### config.mk
export PLATFORM = sky130hd
export DESIGN_NAME = program_loader_flat
export DESIGN_NICKNAME = d
export VERILOG_FILES = /design/src/rtl/program_loader_if.sv /design/src/rtl/program_loader.sv /design/src/flat_wrapper.sv
export SDC_FILE = /design/constraint.sdc
export NUM_CORES = 1
export LEC_CHECK = 0
export CAP_MARGIN = 15
export CORE_AREA = 8 8 100 102
export CTS_BUF_LIST = sky130_fd_sc_hd__clkbuf_8 sky130_fd_sc_hd__clkbuf_16
export DETAILED_ROUTE_END_ITERATION = 16
export DIE_AREA = 0 0 108 110
export PLACE_DENSITY = 0.79
export SYNTH_ARGS = -nofsm -noshare
export SYNTH_HDL_FRONTEND = slang
export SYNTH_SLANG_ARGS = --single-unit
### constraint.sdc
create_clock -name clk -period 2.7 [get_ports clk]
set_input_delay 0.54 -clock clk [delete_from_list [all_inputs] [get_ports clk]]
set_output_delay 0.54 -clock clk [all_outputs]
set_load 0.02 [all_outputs]
### src/rtl/program_loader_if.sv
// Program loader bus: byte-stream input, instruction-memory write port and
// core control/status. The loader is the master; the environment is the slave.
interface program_loader_if;
    logic        load_start;
    logic        rx_valid;
    logic [7:0]  rx_data;
    logic        rx_ready;
    logic        imem_we;
    logic [63:0] imem_addr;
    logic [31:0] imem_wdata;
    logic        core_reset;
    logic        done;
    logic        error;

    modport master (
        input  load_start, rx_valid, rx_data,
        output rx_ready, imem_we, imem_addr, imem_wdata, core_reset, done, error
    );

    modport slave (
        output load_start, rx_valid, rx_data,
        input  rx_ready, imem_we, imem_addr, imem_wdata, core_reset, done, error
    );
endinterface

### src/rtl/program_loader.sv
// Program loader: receives a length-prefixed little-endian byte stream, writes
// the assembled 32-bit words into instruction memory and holds the core in
// reset until the whole program has been written.
module program_loader #(
    parameter int unsigned IMEM_WORDS = 64,
    parameter logic [63:0] BASE_ADDR  = 64'd0
) (
    input logic              clk,
    input logic              reset,
    program_loader_if.master bus
);

    typedef enum logic [2:0] {
        StIdle,
        StLenLo,
        StLenHi,
        StData,
        StWrite,
        StDone,
        StErr
    } state_e;

    state_e      state_q, state_d;
    logic [15:0] len_q, len_d;
    logic [15:0] word_cnt_q, word_cnt_d;
    logic [1:0]  byte_cnt_q, byte_cnt_d;
    logic [31:0] word_q, word_d;

    logic        accept;
    logic [15:0] hdr_len;
    logic [15:0] word_cnt_inc;

    assign accept       = bus.rx_valid & bus.rx_ready;
    assign hdr_len      = {bus.rx_data, len_q[7:0]};
    assign word_cnt_inc = word_cnt_q + 16'd1;

    // State and datapath registers; reset wins over any same-cycle traffic.
    always_ff @(posedge clk) begin
        if (reset) begin
            state_q    <= StIdle;
            len_q      <= '0;
            word_cnt_q <= '0;
            byte_cnt_q <= '0;
            word_q     <= '0;
        end else begin
            state_q    <= state_d;
            len_q      <= len_d;
            word_cnt_q <= word_cnt_d;
            byte_cnt_q <= byte_cnt_d;
            word_q     <= word_d;
        end
    end

    // Next-state logic: header capture, word assembly and write sequencing.
    always_comb begin
        state_d    = state_q;
        len_d      = len_q;
        word_cnt_d = word_cnt_q;
        byte_cnt_d = byte_cnt_q;
        word_d     = word_q;

        unique case (state_q)
            StIdle, StDone, StErr: begin
                if (bus.load_start) begin
                    state_d = StLenLo;
                end
            end
            StLenLo: begin
                if (accept) begin
                    len_d   = {8'h00, bus.rx_data};
                    state_d = StLenHi;
                end
            end
            StLenHi: begin
                if (accept) begin
                    len_d = hdr_len;
                    if ((hdr_len == 16'd0) || (32'(hdr_len) > IMEM_WORDS)) begin
                        state_d = StErr;
                    end else begin
                        state_d    = StData;
                        word_cnt_d = '0;
                        byte_cnt_d = '0;
                    end
                end
            end
            StData: begin
                if (accept) begin
                    word_d[{byte_cnt_q, 3'b000} +: 8] = bus.rx_data;
                    byte_cnt_d                        = byte_cnt_q + 2'd1;
                    if (byte_cnt_q == 2'd3) begin
                        state_d = StWrite;
                    end
                end
            end
            StWrite: begin
                // Address/data were presented this cycle using the old count.
                word_cnt_d = word_cnt_inc;
                byte_cnt_d = '0;
                state_d    = (word_cnt_inc == len_q) ? StDone : StData;
            end
            default: begin
                state_d = StIdle;
            end
        endcase
    end

    assign bus.rx_ready   = (state_q == StLenLo) || (state_q == StLenHi) || (state_q == StData);
    assign bus.imem_we    = (state_q == StWrite);
    // Registered sources only, so both stay stable between clock edges.
    assign bus.imem_addr  = BASE_ADDR + {46'd0, word_cnt_q, 2'b00};
    assign bus.imem_wdata = word_q;
    assign bus.core_reset = (state_q != StDone);
    assign bus.done       = (state_q == StDone);
    assign bus.error      = (state_q == StErr);

endmodule

### src/flat_wrapper.sv
// flat-port wrapper written by rule: the top's interface ports become plain ports
module program_loader_flat 
#(
    parameter int unsigned IMEM_WORDS = 64,
    parameter logic [63:0] BASE_ADDR  = 64'd0
)
  (clk, reset, bus_load_start, bus_rx_valid, bus_rx_data, bus_rx_ready, bus_imem_we, bus_imem_addr, bus_imem_wdata, bus_core_reset, bus_done, bus_error);
  program_loader_if bus_i ();
  input logic clk;
  input logic reset;
  input wire logic [$bits(bus_i.load_start)-1:0] bus_load_start;
  input wire logic [$bits(bus_i.rx_valid)-1:0] bus_rx_valid;
  input wire logic [$bits(bus_i.rx_data)-1:0] bus_rx_data;
  output wire logic [$bits(bus_i.rx_ready)-1:0] bus_rx_ready;
  output wire logic [$bits(bus_i.imem_we)-1:0] bus_imem_we;
  output wire logic [$bits(bus_i.imem_addr)-1:0] bus_imem_addr;
  output wire logic [$bits(bus_i.imem_wdata)-1:0] bus_imem_wdata;
  output wire logic [$bits(bus_i.core_reset)-1:0] bus_core_reset;
  output wire logic [$bits(bus_i.done)-1:0] bus_done;
  output wire logic [$bits(bus_i.error)-1:0] bus_error;
  assign bus_i.load_start = bus_load_start;
  assign bus_i.rx_valid = bus_rx_valid;
  assign bus_i.rx_data = bus_rx_data;
  assign bus_rx_ready = bus_i.rx_ready;
  assign bus_imem_we = bus_i.imem_we;
  assign bus_imem_addr = bus_i.imem_addr;
  assign bus_imem_wdata = bus_i.imem_wdata;
  assign bus_core_reset = bus_i.core_reset;
  assign bus_done = bus_i.done;
  assign bus_error = bus_i.error;
  program_loader #(.IMEM_WORDS(IMEM_WORDS), .BASE_ADDR(BASE_ADDR)) u_core (.clk(clk), .reset(reset), .bus(bus_i));
endmodule
==> run metrics, run 1 <==
outcome finished clean; First-pass DRT Iterations 5; CTS H-Tree Depth 3; Die Ht 110 um; Final Cycle Share 93.46%; CTS resizes 0; fmax 0.3963 GHz; Fill cells 794; Power Dens Cells 555.5 nW/um^2; DRC 0; num rows 34; Least-Margin Pin Slew 0.5514 ns; CTS tree done; post-synthesis sequential area ratio 34.99%; final setup fails 0; Post-synth ARST share 0%; total wire length 11140 um; syn_area_per_cell 7.975 um^2; startpoint types flip-flop; skew final 0.009750 ns; Antenna diodes 0; Overflow after GRT 0; I/O pin count 113; crit path DAT 1.98 ns; first-pass GRT wire length 17840 um; hold buffer count at cts 0; dpl hpwl 8086 um; Syn. warnings 0; clk buf depth 2; cell area after synthesis 3948 um^2; Post-synth EDFFs 0; crit path max fanout 15; Worst Path Required 2.16 ns; synthesized instance count 495; First DRT Iteration DRCs 286; Max Cap Violations 0; endpoint class of the critical path primary output; hold crit path type flip-flop to flip-flop; layout cell share with drive strength beyond 1 8.612%; Starting Density 46.63%; largest net degree at the start of global routing 51; Slew Viols, Final 0; ordered list of cells on the worst path nor2b_1, and2_1, clkdlybuf4s50_1; PortBufs 64; Placer Congestion 0.8428; relative slew slack 63.11%; CTS sink count 69; Critical Path Slowest Stage Cell dfxtp_1; commonest register cell after synthesis dfxtp_1; Core ar. 8466 um^2; setup repair bufs after CTS 0; peak supply drop 0.0002824 V; Final min period 2.523 ns; Clock transition at path regs 0.08 ns; Setup TNS Final 0 ns; Layout Area Growth over Synthesis 21.46%; number of global-route vias before repair 3690; WS Path Type flip-flop to primary output; final net count 583; Root Buffer clkbuf_8; Die X 108 um; leak pwr 1.736 nW; Pwr Total 2.663 mW; synthesis-stage register bit count 69; routed vias/inst 5.604; initial antenna violation count 0; Total GRT Usage 18.64%; die area 11880 um^2; clock latency on the worst-skew pair 0.36 ns; Fin. Hold Viols 0; Vias 3794; CP max stage delay 0.61 ns; Yosys cell types 56; antenna viol nets, final 0; unrepaired setup endpoints after global routing false; CTS buffer count 9; DR WL/cell 16.46 um
## power breakdown
| group | internal, mW | switching, mW | total (mW) |
|---|---|---|---|
| Clock | 0.353 | 0.470 | 0.823 |
| Sequential | 1.06 | 0.0749 | 1.14 |
| Combinational | 0.289 | 0.412 | 0.701 |
| Total | 1.71 | 0.957 | 2.66 |
## area by class of cell
| type | instances | area [um^2] | area share, % |
|---|---|---|---|
| multi-input combinational | 387 | 2230 | 46.50 |
| sequential | 69 | 1381 | 28.81 |
| timing repair buffer | 88 | 828.3 | 17.28 |
| tap | 108 | 135.1 | 2.818 |
| clock buffer | 9 | 123.9 | 2.584 |
| clock inverter | 7 | 62.56 | 1.305 |
| inverter | 9 | 33.78 | 0.7046 |
## worst max-delay path: cells and delay by family, from the launching register on
family / cells / cell delay (ns)
buffers and inverters: 1 / 0.60
flip-flops: 1 / 0.61
AND/OR/NAND/NOR: 2 / 0.42
## cells in the mapped netlist (3+ instances only)
library cell	instances	share of area, %
a211oi_1	4	0.76
a21oi_1	44	5.6
a22oi_1	8	1.5
a311oi_1	9	2.0
a31o_2	3	0.67
a31oi_1	7	1.1
and2_1	6	0.95
and3_1	6	0.95
buf_4	48	9.1
clkbuf_1	25	2.4
dfxtp_1	69	35
ha_1	7	2.2
inv_1	8	0.76
mux2i_1	11	2.8
nand2_1	55	5.2
nand2b_1	7	1.1
nand3_1	39	4.9
nand3b_1	3	0.57
nand4_1	6	0.95
nor2_1	32	3.0
nor2b_1	5	0.79
nor3_1	9	1.1
nor3b_1	4	0.76
nor4_1	7	1.1
o21ai_0	16	2.0
xnor2_1	12	2.7
xor2_1	7	1.6
## final timing paths
check | from | endpoint | slack (ns) | cells after the start
max | u_core.state_q[2]$_SDFFE_PP0P_ | bus_error | 0.18 | 3
min | u_core.bus.imem_wdata[15]$_SDFFE_PP0P_ | u_core.bus.imem_wdata[15]$_SDFFE_PP0P_ | 0.46 | 2
max reg2reg | u_core.word_cnt_q[0]$_SDFFE_PP0P_ | u_core.state_q[1]$_SDFFE_PP0P_ | 0.28 | 6
min reg2reg | u_core.bus.imem_wdata[15]$_SDFFE_PP0P_ | u_core.bus.imem_wdata[15]$_SDFFE_PP0P_ | 0.46 | 2
## cell families after synthesis
group                      count (synthesis)  synth area share, %
and+or+nand+nor                          193                24.88
AOI/OAI and AO/OA                        109                17.81
buffers and inverters                     86                13.00
DFF                                       69                34.99
xor gates and xnor gates                  19                4.216
muxes                                     11                2.789
adders and majority gates                  7                2.219
other                                      1              0.09500
## flip-flops by register name, summed over array words and instances (netlist names)
register and cells:
u_core.byte_cnt_q 2, u_core.state_q 3, u_core.len_q 16, u_core.bus.imem_wdata 32
u_core.word_cnt_q 16
## per-stage QoR
stage	hold WS (ns)	cells	util, %	area (um^2)	setup slack (ns)
2_1_floorplan	0.4787	542	-	4124	0.3948
3_3_place_gp	0.4388	661	54.43	4608	0.1543
3_5_place_dp	0.4465	661	54.43	4608	0.09107
4_1_cts	0.4617	677	56.64	4795	0.1559
5_1_grt	0.4740	677	56.64	4795	0.02996
6_report	0.4598	677	56.64	4795	0.1766
## layout by cell type, fill, tap and decap left out, drive strengths merged, types with 12 or more instances in the layout
master / netlist / layout
conb: 1 / 48
o21ai: 16 / 16
nand3: 39 / 39
clkdlybuf4s50: 0 / 63
inv: 8 / 12
xnor2: 12 / 12
nand2: 55 / 55
nor2: 32 / 32
dfxtp: 69 / 69
buf: 52 / 25
a21oi: 45 / 45
## metal layers
layer | up-vias | part of all wire (%) | GRT usage, %
li1 | 1806 | - | -
met1 | 1772 | 41 | 22.47
met2 | 199 | 46 | 30.69
met3 | 17 | 11 | 5.349
met4 | 0 | 1.6 | 7.433
met5 | - | 0 | 0
Note: power is estimated with default switching activity, not from simulation.
==> inputs of run 2 (changes only) <==
- CAP_MARGIN: 15 -> default
- CORE_AREA: 8 8 100 102 -> 5 5 97 99
- CTS_CLUSTER_DIAMETER: default -> 50
- DIE_AREA: 0 0 108 110 -> 0 0 102 104
==> run metrics, run 2 (synthesized netlist as in run 1, its figures left out) <==
clock latency on the worst-skew pair 0.35 ns (about the same); Worst Hold Slack 0.4554 ns (-0.004392 ns); layout cell share with drive strength beyond 1 8.627% (+0.015 points); Placer Congestion 0.8679 (+3.0%); Final Cycle Share 90.22% (-3.2 points); Clock transition at path regs 0.08 ns (about the same); crit path DAT 1.90 ns (-0.08 ns); hold crit path type flip-flop to flip-flop; First DRT Iteration DRCs 304 (+6.3%); Layout Area Growth over Synthesis 20.67%; initial antenna violation count 0 (unchanged); Fill cells 791 (-0.38%); Routed met1 length 4323 um (-5.2%); Max Cap Violations 0 (unchanged); Pwr Total 2.597 mW (-2.5%); final net count 582 (-0.17%); Area after DPL 4588 um^2 (-0.43%); unrepaired setup endpoints after global routing false; Slew Viols, Final 0 (unchanged); max reg flops 32 (unchanged); most frequent cells in the layout 68 x dfxtp_1, 63 x clkdlybuf4s50_1, 55 x nand2_1, 48 x conb_1, 44 x a21oi_1; Least-Margin Pin Slew 0.5516 ns (+0.0002493 ns); num rows 34 (unchanged); Antenna diodes 0 (unchanged); WS Path Type flip-flop to primary output; Die Ht 104 um (-5.5%); antenna viol nets, final 0 (unchanged); clk buf depth 2 (unchanged); Die X 102 um (-5.6%); Root Buffer clkbuf_8; outcome finished clean; met2 wire length 4969 um (-3.7%); dpl cells 660 (-0.15%); CTS sink count 69 (unchanged); final instance area 4763 um^2 (-0.65%); Worst Path Required 2.16 ns (about the same); die area 10610 um^2 (-11%); I/O pin count 113 (unchanged); final setup fails 0 (unchanged); WL met3 1005 um (-19%); CTS H-Tree Depth 3 (unchanged); Power Dens Cells 545.1 nW/um^2 (-1.9%); peak supply drop 0.0002833 V (+0.32%); First-pass DRT Iterations 5 (unchanged); DRC 0 (unchanged); PortBufs 64 (unchanged); total wire length 10500 um (-5.8%); first-pass GRT wire length 17060 um (-4.4%); final std cells w/o fill 676 (-0.15%); CTS buffer count 9 (unchanged); startpoint types flip-flop; setup repair bufs after CTS 0 (unchanged); Starting Density 46.63% (unchanged); Fin. Hold Viols 0 (unchanged); CTS tree done; routed vias/inst 5.552 (-0.93%); Setup TNS Final 0 ns (unchanged); dpl hpwl 7642 um (-5.5%); Overflow after GRT 0 (unchanged); leak pwr 1.719 nW (-0.99%); relative slew slack 63.09% (about the same); skew final 0.003676 ns (-0.006073 ns); Vias 3753 (-1.1%); crit path max fanout 12 (-3); number of global-route vias before repair 3534 (-4.2%); commonest non-fill, non-tap cell in the layout dfxtp_1; Core ar. 8466 um^2 (unchanged); endpoint class of the critical path primary output; fmax 0.4105 GHz (+3.6%); DR WL/cell 15.53 um (-5.6%); Top Metal Used met4; largest net degree at the start of global routing 52 (+2.0%); Final min period 2.436 ns (-0.08758 ns); Total GRT Usage 19.56% (+0.92 points)
## run 2: cell count changes in the layout (fill, tap and decap cells not counted), sizes merged
cell      previous run  this run
buf                 25        24
clkinvlp             1         3
inv                 12        10
## run 2: path summary, 6_finish.rpt
path                                                          endpoint  cells after the start  slack [ns]                                   start
worst max register to register          u_core.state_q[1]$_SDFFE_PP0P_                      6        0.29       u_core.word_cnt_q[5]$_SDFFE_PP0P_
worst min-delay path            u_core.bus.imem_wdata[27]$_SDFFE_PP0P_                      2        0.46  u_core.bus.imem_wdata[27]$_SDFFE_PP0P_
worst min register to register  u_core.bus.imem_wdata[27]$_SDFFE_PP0P_                      2        0.46  u_core.bus.imem_wdata[27]$_SDFFE_PP0P_
worst max-delay path                                          bus_done                      4        0.26          u_core.state_q[0]$_SDFFE_PP0P_
## run 2: worst max-delay path, stage by stage (launching register included)
cell and delay [ns]:
dfxtp_1 0.54, buf_4 0.25, nand3b_1 0.11, inv_1 0.07, clkdlybuf4s50_1 0.59
## run 2: through the flow
stage               utilization (%)  worst slack [ns]
floorplan                         -            0.3948
global placement              54.20           0.06122
detailed placement            54.20           0.03833
CTS                           56.25            0.1387
global route                  56.27            0.1135
finish                        56.27            0.2642
## run 2: per-layer routing
metal | up-vias | track usage, %
met5 | - | 0
met3 | 23 | 4.292
met2 | 189 | 30.73
met4 | 0 | 6.748
met1 | 1740 | 26.23
li1 | 1801 | -
## run 2: area by class of cell
class | count | area (um^2) | area share, %
inverters | 9 | 33.78 | 0.7092
flip-flops and latches | 69 | 1383 | 29.03
multi-input cells | 387 | 2230 | 46.81
clock inverters | 7 | 50.05 | 1.051
clock buffers | 9 | 123.9 | 2.600
well taps | 108 | 135.1 | 2.837
repair buffers | 87 | 808.3 | 16.97
## run 2: power breakdown
part | leakage (nW) | total (mW) | switching [mW] | internal (mW)
logic | 1.08 | 0.691 | 0.405 | 0.286
clock network | 0.0820 | 0.757 | 0.421 | 0.336
registers | 0.557 | 1.15 | 0.0840 | 1.07
total | 1.72 | 2.60 | 0.910 | 1.69
## run 2: repair_timing
action,in CTS,in global routing
endpoints found under the setup margin,0,1
hold buffers,0,0
resized for setup,0,1
==> inputs of run 3 (changes only) <==
- ABC_AREA: default -> 0
- GPL_TIMING_DRIVEN: default -> 0
- TNS_END_PERCENT: default -> 100
==> run metrics, run 3 (synthesized netlist as in run 1, its figures left out) <==
Power Dens Cells 524.8 nW/um^2 (-3.7%); Worst Path Required 2.16 ns (about the same); crit path from u_core.state_q[1]$_SDFFE_PP0P_; CTS H-Tree Depth 3 (unchanged); CTS tree done; Final min period 2.566 ns (+0.1306 ns); Clock transition at path regs 0.08 ns (about the same); hold buffer count at cts 0 (unchanged); fmax 0.3897 GHz (-5.1%); first-pass GRT wire length 17120 um (+0.32%); outcome finished clean; startpoint types flip-flop; Max Cap Violations 0 (unchanged); Area after DPL 4890 um^2 (+6.6%); number of global-route vias before repair 3594 (+1.7%); Die X 102 um (unchanged); dpl hpwl 7923 um (+3.7%); Fin. Hold Viols 0 (unchanged); Util after Layout 60.04% (+3.8 points); crit path max fanout 11 (-1); total wire length 10790 um (+2.8%); Layout Area Growth over Synthesis 28.75%; most frequent cells in the layout 69 x dfxtp_1, 63 x clkdlybuf4s50_1, 54 x nand2_1, 48 x buf_4, 48 x conb_1; unrepaired setup endpoints after global routing false; DR WL/cell 14.84 um (-4.4%); clk buf depth 2 (unchanged); Die Ht 104 um (unchanged); First DRT Iteration DRCs 319 (+4.9%); Setup TNS Final 0 ns (unchanged); CTS buffer count 9 (unchanged); endpoint class of the critical path primary output; final setup fails 0 (unchanged); max reg flops 32 (unchanged); Core ar. 8466 um^2 (unchanged); WS Path Type flip-flop to primary output; Reg2Reg Launch Point u_core.word_cnt_q[3]$_SDFFE_PP0P_; routed vias/inst 5.319 (-4.2%); clock latency on the worst-skew pair 0.35 ns (about the same); Root Buffer clkbuf_8; hold crit path type flip-flop to flip-flop; I/O pin count 113 (unchanged); antenna viol nets, final 0 (unchanged); Starting Density 46.63% (unchanged); Total GRT Usage 19.77% (+0.21 points); Least-Margin Pin Slew 1.115 ns (+0.5635 ns); relative slew slack 25.04% (-38 points); initial antenna violation count 0 (unchanged); final net count 633 (+8.8%); final instance area 5082 um^2 (+6.7%); die area 10610 um^2 (unchanged); largest net degree at the start of global routing 19 (-63%); num rows 34 (unchanged); Final Cycle Share 95.05% (+4.8 points); Placer Congestion 0.8804 (+1.4%); First-pass DRT Iterations 5 (unchanged); Overflow after GRT 0 (unchanged); DRC 0 (unchanged); CTS sink count 69 (unchanged); commonest non-fill, non-tap cell in the layout dfxtp_1; leak pwr 1.925 nW (+12%); crit path DAT 2.03 ns (+0.13 ns); Vias 3867 (+3.0%); Slew Viols, Final 0 (unchanged); skew final 0.009109 ns (+0.005432 ns); Antenna diodes 0 (unchanged); peak supply drop 0.0003577 V (+26%); Pwr Total 2.667 mW (+2.7%); PortBufs 63 (-1.6%); hold path start u_core.bus.imem_wdata[6]$_SDFFE_PP0P_; layout cell share with drive strength beyond 1 12.92% (+4.3 points)
run 3: timing repair:
action / in CTS / in global routing
setup endpoints to repair: 2 / 4
buffers inserted: 0 / 0
resized for setup: 3 / 5
run 3: area by class of cell:
| class | count | area (um^2) |
|---|---|---|
| inverter | 9 | 38.79 |
| sequential | 69 | 1381 |
| buffer | 75 | 474.2 |
| clock buffer | 10 | 137.6 |
| clock inverter | 6 | 46.29 |
| multi-input combinational | 387 | 2238 |
| tap | 108 | 135.1 |
| timing repair buffer | 63 | 630.6 |
| fill | 794 | 3383 |
run 3: per-stage QoR:
| stage | worst slack, ns | hold slack (ns) | cells |
|---|---|---|---|
| 6_report | 0.1336 | 0.4562 | 727 |
| 5_1_grt | 0.001878 | 0.4758 | 727 |
| 4_1_cts | 0.03276 | 0.4595 | 727 |
| 3_5_place_dp | -0.2317 | 0.4454 | 713 |
| 3_3_place_gp | -0.2359 | 0.4441 | 713 |
| 2_1_floorplan | 0.3948 | 0.4787 | 542 |
run 3: critical path, cell delays in order (launching register included):
cell	delay (ns)
dfxtp_1	0.54
clkbuf_1	0.35
nand3b_1	0.18
clkdlybuf4s50_1	0.61
run 3: final timing paths:
| check | end | slack [ns] | cells past startpoint |
|---|---|---|---|
| max | bus_core_reset | 0.13 | 3 |
| min | u_core.bus.imem_wdata[6]$_SDFFE_PP0P_ | 0.46 | 2 |
| max reg2reg | u_core.state_q[1]$_SDFFE_PP0P_ | 0.20 | 7 |
| min reg2reg | u_core.bus.imem_wdata[6]$_SDFFE_PP0P_ | 0.46 | 2 |
run 3: where the power goes:
part           internal (mW)  switching (mW)
sequential              1.06          0.0630
clock                  0.364           0.417
combinational          0.313           0.446
total                   1.74           0.926
run 3: layer usage:
metal	wire [um]	vias to the layer above	part of all wire, %	global-route usage, %
met5	0	-	0	0
met4	148	0	1.4	5.623
met3	818	13	7.6	5.634
met2	5051	161	47	31.80
met1	4768	1793	44	25.60
li1	-	1900	-	-
